$ cat config.mk
export PLATFORM = sky130hd
export DESIGN_NAME = fpga_rst_seq
export DESIGN_NICKNAME = d
export VERILOG_FILES = /design/src/rtl/fpga_rst_seq_pkg.sv /design/src/rtl/fpga_rst_seq_sync_2ff.sv /design/src/rtl/fpga_rst_seq.sv
export SDC_FILE = /design/constraint.sdc
export NUM_CORES = 1
export LEC_CHECK = 0
export BUFFER_PORTS_ARGS = -buffer_cell sky130_fd_sc_hd__buf_2
export CAP_MARGIN = 15
export CORE_UTILIZATION = 50
export CTS_CLUSTER_SIZE = 28
export DETAILED_ROUTE_END_ITERATION = 12
export PLACE_DENSITY = 0.71
export SLEW_MARGIN = 20
export SYNTH_ARGS = -nofsm -noshare
export SYNTH_HDL_FRONTEND = slang
export SYNTH_HIERARCHICAL = 1
export SYNTH_SLANG_ARGS = --single-unit
export TNS_END_PERCENT = 5
$ cat constraint.sdc
create_clock -name clk_in -period 1.93 [get_ports clk_in]
set_clock_uncertainty 0.1 [all_clocks]
set_input_delay 0.386 -clock clk_in [delete_from_list [all_inputs] [get_ports clk_in]]
set_output_delay 0.386 -clock clk_in [all_outputs]
set_load 0.05 [all_outputs]
$ cat src/rtl/fpga_rst_seq_pkg.sv
// fpga_rst_seq_pkg: shared state encodings, reset-cause codes and
// output-decode helpers for the fpga_rst_seq reset sequencer.
package fpga_rst_seq_pkg;

   // Sequencer states (3-bit encoding; 6 and 7 are unused).
   typedef enum logic [2:0] {
      ST_RESET     = 3'd0,
      ST_WAIT_LOCK = 3'd1,
      ST_POR_HOLD  = 3'd2,
      ST_SYS_HOLD  = 3'd3,
      ST_RUN       = 3'd4,
      ST_SWRST     = 3'd5
   } state_t;

   // Cause of the last reset as reported on reset_cause.
   localparam logic [1:0] CAUSE_POR    = 2'd0;
   localparam logic [1:0] CAUSE_LOCK   = 2'd1;
   localparam logic [1:0] CAUSE_SW     = 2'd2;
   localparam logic [1:0] CAUSE_LOCKUP = 2'd3;

   // The power-on reset is released once the sequence reaches SYS_HOLD.
   function automatic logic po_released(input state_t s);
      return (s == ST_SYS_HOLD) || (s == ST_RUN) || (s == ST_SWRST);
   endfunction

   // The system reset (and reset_done) are released only in RUN.
   function automatic logic sys_released(input state_t s);
      return (s == ST_RUN);
   endfunction

endpackage

$ cat src/rtl/fpga_rst_seq_sync_2ff.sv
// fpga_sync_2ff: single-bit two-flop synchroniser, async active-high
// reset to 0. Used for every input that is asynchronous to clk_in.
module fpga_sync_2ff (
   input  logic i_clk,
   input  logic i_rst,
   input  logic i_d,
   output logic o_q
);

   logic r_meta;
   logic r_sync;

   // Two-stage capture of the asynchronous input into the i_clk domain.
   always_ff @(posedge i_clk or posedge i_rst) begin
      if (i_rst) begin
         r_meta <= 1'b0;
         r_sync <= 1'b0;
      end else begin
         r_meta <= i_d;
         r_sync <= r_meta;
      end
   end

   assign o_q = r_sync;

endmodule

$ cat src/rtl/fpga_rst_seq.sv
// fpga_rst_seq: ordered PORESETn / HRESETn sequencer for a Cortex-M0
// subsystem, clocked by the PLL output. Handles lock qualification, lock
// loss, software reset requests and reports the last reset cause.
// Optional feature: define FPGA_RST_SEQ_LOCKUP_RESET_EN to let core LOCKUP
// trigger (and prolong) a software-style reset with cause 3.
module fpga_rst_seq
   import fpga_rst_seq_pkg::*;
#(
   parameter int LOCK_STABLE_CYCLES = 1024,
   parameter int POR_HOLD_CYCLES    = 256,
   parameter int SYS_HOLD_CYCLES    = 64
) (
   input  logic       clk_in,
   input  logic       reset,
   input  logic       pll_locked,
   input  logic       sys_reset_req,
   input  logic       lockup,
   output logic       po_reset_n,
   output logic       h_reset_n,
   output logic       reset_done,
   output logic [1:0] reset_cause
);

   // One shared down-counter sized for the longest phase, plus one bit.
   localparam int MAX_A  = (LOCK_STABLE_CYCLES > POR_HOLD_CYCLES) ?
                           LOCK_STABLE_CYCLES : POR_HOLD_CYCLES;
   localparam int MAX_C  = (MAX_A > SYS_HOLD_CYCLES) ? MAX_A : SYS_HOLD_CYCLES;
   localparam int CNT_W  = $clog2(MAX_C) + 1;

   // Reload values: a phase of N cycles counts N-1 down to 0 and leaves
   // on the edge that finds the counter at 0.
   localparam logic [CNT_W-1:0] LD_LOCK  = CNT_W'(LOCK_STABLE_CYCLES - 1);
   localparam logic [CNT_W-1:0] LD_POR   = CNT_W'(POR_HOLD_CYCLES - 1);
   localparam logic [CNT_W-1:0] LD_SYS   = CNT_W'(SYS_HOLD_CYCLES - 1);
   localparam logic [CNT_W-1:0] CNT_ZERO = {CNT_W{1'b0}};
   localparam logic [CNT_W-1:0] CNT_ONE  = CNT_W'(1);

   logic             w_lk_s;
   logic             w_rq_s;
   logic             w_lu_s;

   state_t           r_state;
   state_t           w_state_nxt;
   logic [CNT_W-1:0] r_cnt;
   logic [CNT_W-1:0] w_cnt_nxt;
   logic [CNT_W-1:0] w_cnt_dec;
   logic [1:0]       r_cause;
   logic [1:0]       w_cause_nxt;
   logic             w_lock_lost;
   logic             r_po_reset_n;
   logic             r_h_reset_n;
   logic             r_reset_done;

   fpga_sync_2ff u_sync_lock (
      .i_clk (clk_in),
      .i_rst (reset),
      .i_d   (pll_locked),
      .o_q   (w_lk_s)
   );

   fpga_sync_2ff u_sync_req (
      .i_clk (clk_in),
      .i_rst (reset),
      .i_d   (sys_reset_req),
      .o_q   (w_rq_s)
   );

`ifdef FPGA_RST_SEQ_LOCKUP_RESET_EN
   fpga_sync_2ff u_sync_lockup (
      .i_clk (clk_in),
      .i_rst (reset),
      .i_d   (lockup),
      .o_q   (w_lu_s)
   );
`else
   // LOCKUP is ignored in this build; the port is kept for pin compatibility.
   logic w_unused_lockup;
   assign w_unused_lockup = lockup;
   assign w_lu_s          = 1'b0;
`endif

   assign w_cnt_dec   = r_cnt - CNT_ONE;

   // Losing lock anywhere past WAIT_LOCK overrides every other transition.
   assign w_lock_lost = ~w_lk_s & ((r_state == ST_POR_HOLD) ||
                                   (r_state == ST_SYS_HOLD) ||
                                   (r_state == ST_RUN)      ||
                                   (r_state == ST_SWRST));

   // Next-state, counter reload/decrement and reset-cause selection.
   always_comb begin
      w_state_nxt = r_state;
      w_cnt_nxt   = r_cnt;
      w_cause_nxt = r_cause;
      if (w_lock_lost) begin
         w_state_nxt = ST_WAIT_LOCK;
         w_cnt_nxt   = LD_LOCK;
         w_cause_nxt = CAUSE_LOCK;
      end else begin
         case (r_state)
            ST_RESET: begin
               w_state_nxt = ST_WAIT_LOCK;
               w_cnt_nxt   = LD_LOCK;
            end
            ST_WAIT_LOCK: begin
               if (!w_lk_s) begin
                  w_cnt_nxt = LD_LOCK;
               end else if (r_cnt == CNT_ZERO) begin
                  w_state_nxt = ST_POR_HOLD;
                  w_cnt_nxt   = LD_POR;
               end else begin
                  w_cnt_nxt = w_cnt_dec;
               end
            end
            ST_POR_HOLD: begin
               if (r_cnt == CNT_ZERO) begin
                  w_state_nxt = ST_SYS_HOLD;
                  w_cnt_nxt   = LD_SYS;
               end else begin
                  w_cnt_nxt = w_cnt_dec;
               end
            end
            ST_SYS_HOLD: begin
               if (r_cnt == CNT_ZERO) begin
                  w_state_nxt = ST_RUN;
                  w_cnt_nxt   = CNT_ZERO;
               end else begin
                  w_cnt_nxt = w_cnt_dec;
               end
            end
            ST_RUN: begin
               // Lockup takes precedence when both requests arrive together.
               if (w_lu_s) begin
                  w_state_nxt = ST_SWRST;
                  w_cnt_nxt   = LD_SYS;
                  w_cause_nxt = CAUSE_LOCKUP;
               end else if (w_rq_s) begin
                  w_state_nxt = ST_SWRST;
                  w_cnt_nxt   = LD_SYS;
                  w_cause_nxt = CAUSE_SW;
               end else begin
                  w_cnt_nxt = CNT_ZERO;
               end
            end
            ST_SWRST: begin
               // Minimum hold, then wait (counter parked at 0) for release.
               if (r_cnt != CNT_ZERO) begin
                  w_cnt_nxt = w_cnt_dec;
               end else if (w_rq_s || w_lu_s) begin
                  w_cnt_nxt = CNT_ZERO;
               end else begin
                  w_state_nxt = ST_RUN;
                  w_cnt_nxt   = CNT_ZERO;
               end
            end
            default: begin
               w_state_nxt = ST_RESET;
               w_cnt_nxt   = CNT_ZERO;
            end
         endcase
      end
   end

   // State, counter, cause and outputs; outputs decode the next state so
   // they switch on the same edge as the state register.
   always_ff @(posedge clk_in or posedge reset) begin
      if (reset) begin
         r_state      <= ST_RESET;
         r_cnt        <= CNT_ZERO;
         r_cause      <= CAUSE_POR;
         r_po_reset_n <= 1'b0;
         r_h_reset_n  <= 1'b0;
         r_reset_done <= 1'b0;
      end else begin
         r_state      <= w_state_nxt;
         r_cnt        <= w_cnt_nxt;
         r_cause      <= w_cause_nxt;
         r_po_reset_n <= po_released(w_state_nxt);
         r_h_reset_n  <= sys_released(w_state_nxt);
         r_reset_done <= sys_released(w_state_nxt);
      end
   end

   assign po_reset_n  = r_po_reset_n;
   assign h_reset_n   = r_h_reset_n;
   assign reset_done  = r_reset_done;
   assign reset_cause = r_cause;

endmodule
==> results.txt <==
- Distinct cell type count of the synthesized netlist: just over 40
- Detailed router's first-iteration violation count: 46
* Placed Area: 1369 um^2
* Clock-pin transition on the worst setup and hold timing paths: about 0.13 ns
- Of the total power, registers draw approximately 54%.
* Routed wl met3: ~130 um
* Crit path required time: 2.09 ns
- The tree is rooted in a clkbuf_4.
- The post-route netlist has 28.39% of its cells at a drive strength greater than 1.
* Clock period minus final worst setup slack: 2.024 ns
- Area of the core: 2233 um^2
- The via count of the first global-routing pass is 1033.
- At the pin with the least slew margin, the transition time is 0.6850 ns.
* Uppermost layer routed: met4
* Maximum number of pins on one net before global-route repair: 19
- Top achievable clock speed: 494.0 MHz
- Summed over all nets, wire length on met2 after detailed routing comes to 1.339 mm.
* Count of H-tree levels built during CTS: 1
- For this design the ratio of total power to cell area is 598.7 nW/um^2.
- Input and output buffers added on the ports amount to 8.
- Hold-critical path depth: 1
* Number of nets produced by synthesis: 135
- Wire length of the first global-routing pass: 4.685 mm
* Final antenna diode count: 0
- Cell internal power was estimated by the tool at ~700 uW.
* Maximum ir drop on the vdd rail: 593.5 uV
* Final design instance area without fill: 1490 um^2
- For this block, wires on met1 add up to 1.178 mm.
- Clock tree synthesis inserted a total of 3 buffers.
* Status: finished, violations left
* Maximum fanout encountered on the critical timing path: 4
- The cell area that synthesis handed to floorplanning was 1187 um^2.
- STA classifies the critical path startpoint as a flop.
- After synthesis, the mean cell area works out to 9.205 um^2.
- At the later pin of the worst-skew pair, clock insertion delay measures 0.31 ns.
- The worst pin sits at a relative slew slack of 54.28%.
* Effective utilization at floorplan: 53.17%
- The first detailed-routing pass took 4 iterations.
- Register-to-register setup slack: -0.09 ns
- Violations in the final reports: negative setup slack
* Async set or reset register ratio after synthesis: 100.0%
- Leaving out fill and tap cells, the most frequent cell in the layout is dfrtp_1.
- TritonCTS clock tree: yes
- Global routing finished with a remaining overflow of 0.
* Ports placed on the boundary: 10
* Wirelength, routed: 2.720 mm
- Max-cap check violation count: 0
- Area of the die: 2574 um^2
- Slack of the critical path: -0.09426 ns
- Yosys printed 6 warnings.
- Flop and latch count out of synthesis: 22
- In the routed design, unresolved DRC markers number 0.
* Hold slack final: 0.06344 ns
- Sink Count: 22
- For this design the static power due to leakage is 0.6235 nW.
- After the flow finishes, the layout carries non-filler instances totaling ~180.
- # setup viols final: 3
* Final critical-path share of the clock period: 104.9%
- Synthesis handed over a netlist of 129 instances.
- Fin util: 66.72%
- Cell count after placement: 175
* Fraction of the yosys area taken by sequential cells: 46.36%
- The initialized floorplan defines 17 standard-cell rows.
* Clock share of power: 39.9%
- The net count of the finished layout is 162.
- Dividing the detail-routed wire length by the instance count gives ~15 um.
- From synthesis to final layout, the design area changed by 25.50%.
* Worst path arrival time: approximately 2.2 ns
- Antenna violations before repair: 0
- Switching power share of the total: 20.86%
- Per report_power, the combinational group accounts for 6.3% of the total.
- For the worst flop-to-flop path, the logic depth is 6.
- The detail route stage leaves a number of antenna-violating nets equal to 0.
- For this design the total switching power over the nets is ~190 uW.
- The wire-length estimate of the detail-placed layout is 1.921 mm.
* Gp weighted congestion: 0.8109
- Setup repair after global routing missed its margin: yes
- The die is 50.73 um tall.
* Final setup TNS: -0.1981 ns
* Via Count: around 1100
- Horiz. Die Dim: between 50 and 60 um
* Routed via count divided by cell count: 5.962
- The library cells used most frequently in the layout, excluding fill and tap cells, are dfrtp_1 (22), buf_4 (19), o21ai_0 (10), nor2_1 (10), buf_2 (8).
- The critical path in this run is classified as flop to flop.
- Global routing used 24.81% of the available tracks across all layers.
- The clock passes through at most 2 buffers.
* Number of endpoints with negative hold slack in the final report: 0
- Area share of the largest cell type after synthesis: 46.36%
* Area contributors post-synth: dfrtp_1 (46%), o21ai_0 (6.3%), nor2_1 (3.2%), a21oi_1 (3.0%), xnor2_1 (3.0%)
* Hold/Removal Path Class: input port to flop
- Main flop type after synthesis: dfrtp_1
- The max-slew violation count was 0.
* Kind of end point of the critical path: flop
- Cell taking the most area after synthesis: dfrtp_1
* Number of enable flip-flop cells after synthesis: 0
==> synthesized netlist by cell type, drive strengths merged, types with 2 or more instances <==
cell,number
a21oi,7
and3,2
clkbuf,5
dfrtp,22
inv,9
nand2,7
nand3,4
nor2,10
nor2b,2
nor3,5
nor4,2
o21ai,15
o221ai,3
o311a,2
or3,3
or4,2
xnor2,4
xor2,2
==> worst paths after layout <==
| kind | start | endpoint |
|---|---|---|
| worst max-delay path | r_cnt[0] | r_cnt[8] |
| worst min-delay path | pll_locked | u_sync_lock/r_meta |
| worst max register to register | r_cnt[0] | r_cnt[8] |
| worst min register to register | u_sync_req/r_meta | u_sync_req/o_q |
| max in group asynchronous | reset | r_state[1] |
| min in group asynchronous | reset | u_sync_req/r_meta |
==> routing by layer <==
metal / vias to the layer above / GRT usage (%)
met5: - / 0
met4: 0 / 12.04
met3: 11 / 5.455
met2: 42 / 40.00
met1: 511 / 31.27
li1: 527 / -
==> final cells by class <==
type | count | area [um^2]
inverters | 10 | 37.54
fillers | 169 | 743.2
repair buffers | 28 | 192.7
well taps | 28 | 35.03
flip-flops and latches | 22 | 550.5
multi-input cells | 91 | 621.8
clock buffers | 3 | 22.52
clock inverters | 1 | 30.03
==> metrics by stage <==
stage	setup slack [ns]	total power, mW
5_1_grt	-0.1735	0.9237
2_1_floorplan	-0.03238	0.5111
4_1_cts	-0.07325	0.8942
3_3_place_gp	-0.09260	0.5282
3_5_place_dp	-0.1603	0.5298
6_report	-0.09426	0.8921
==> state kept, by name, summed over array words and instances (netlist names) <==
| register | flops |
|---|---|
| u_sync_req/o_q | 1 |
| u_sync_lock/r_meta | 1 |
| r_state | 3 |
| u_sync_req/r_meta | 1 |
| reset_done | 1 |
| po_reset_n | 1 |
| r_cnt | 11 |
| u_sync_lock/o_q | 1 |
| reset_cause | 2 |
==> cells by family after synthesis <==
| family | share of synthesized area (%) |
|---|---|
| xor gates and xnor gates | 4.426 |
| and+or+nand+nor | 19.60 |
| buffers and inverters | 5.374 |
| DFF | 46.36 |
| AOI/OAI and AO/OA | 23.18 |
| adders and majority gates | 1.054 |
==> repair_timing <==
action                                  CTS  global route
hold buffers                              1             0
endpoints found under the setup margin    6            13
resized for setup                         6             8
hold endpoints to repair                  4             0
pin swaps                                 3             4
buffers inserted                          3             0
==> power groups by stage <==
stage,combinational (mW),clock [mW],sequential (mW)
floorplan,0.0256,0,0.486
global placement,0.0417,0,0.487
detailed placement,0.0426,0,0.487
CTS,0.0552,0.360,0.479
global route,0.0639,0.379,0.481
finish,0.0566,0.356,0.480
==> critical path, cell delays in order (launching register included) <==
cell,delay (ns)
dfrtp_1,0.43
inv_2,0.09
ha_4,0.14
or4b_4,0.48
or3_4,0.35
a221oi_2,0.24
a211o_1,0.14
(Power assumes the default switching activity.)
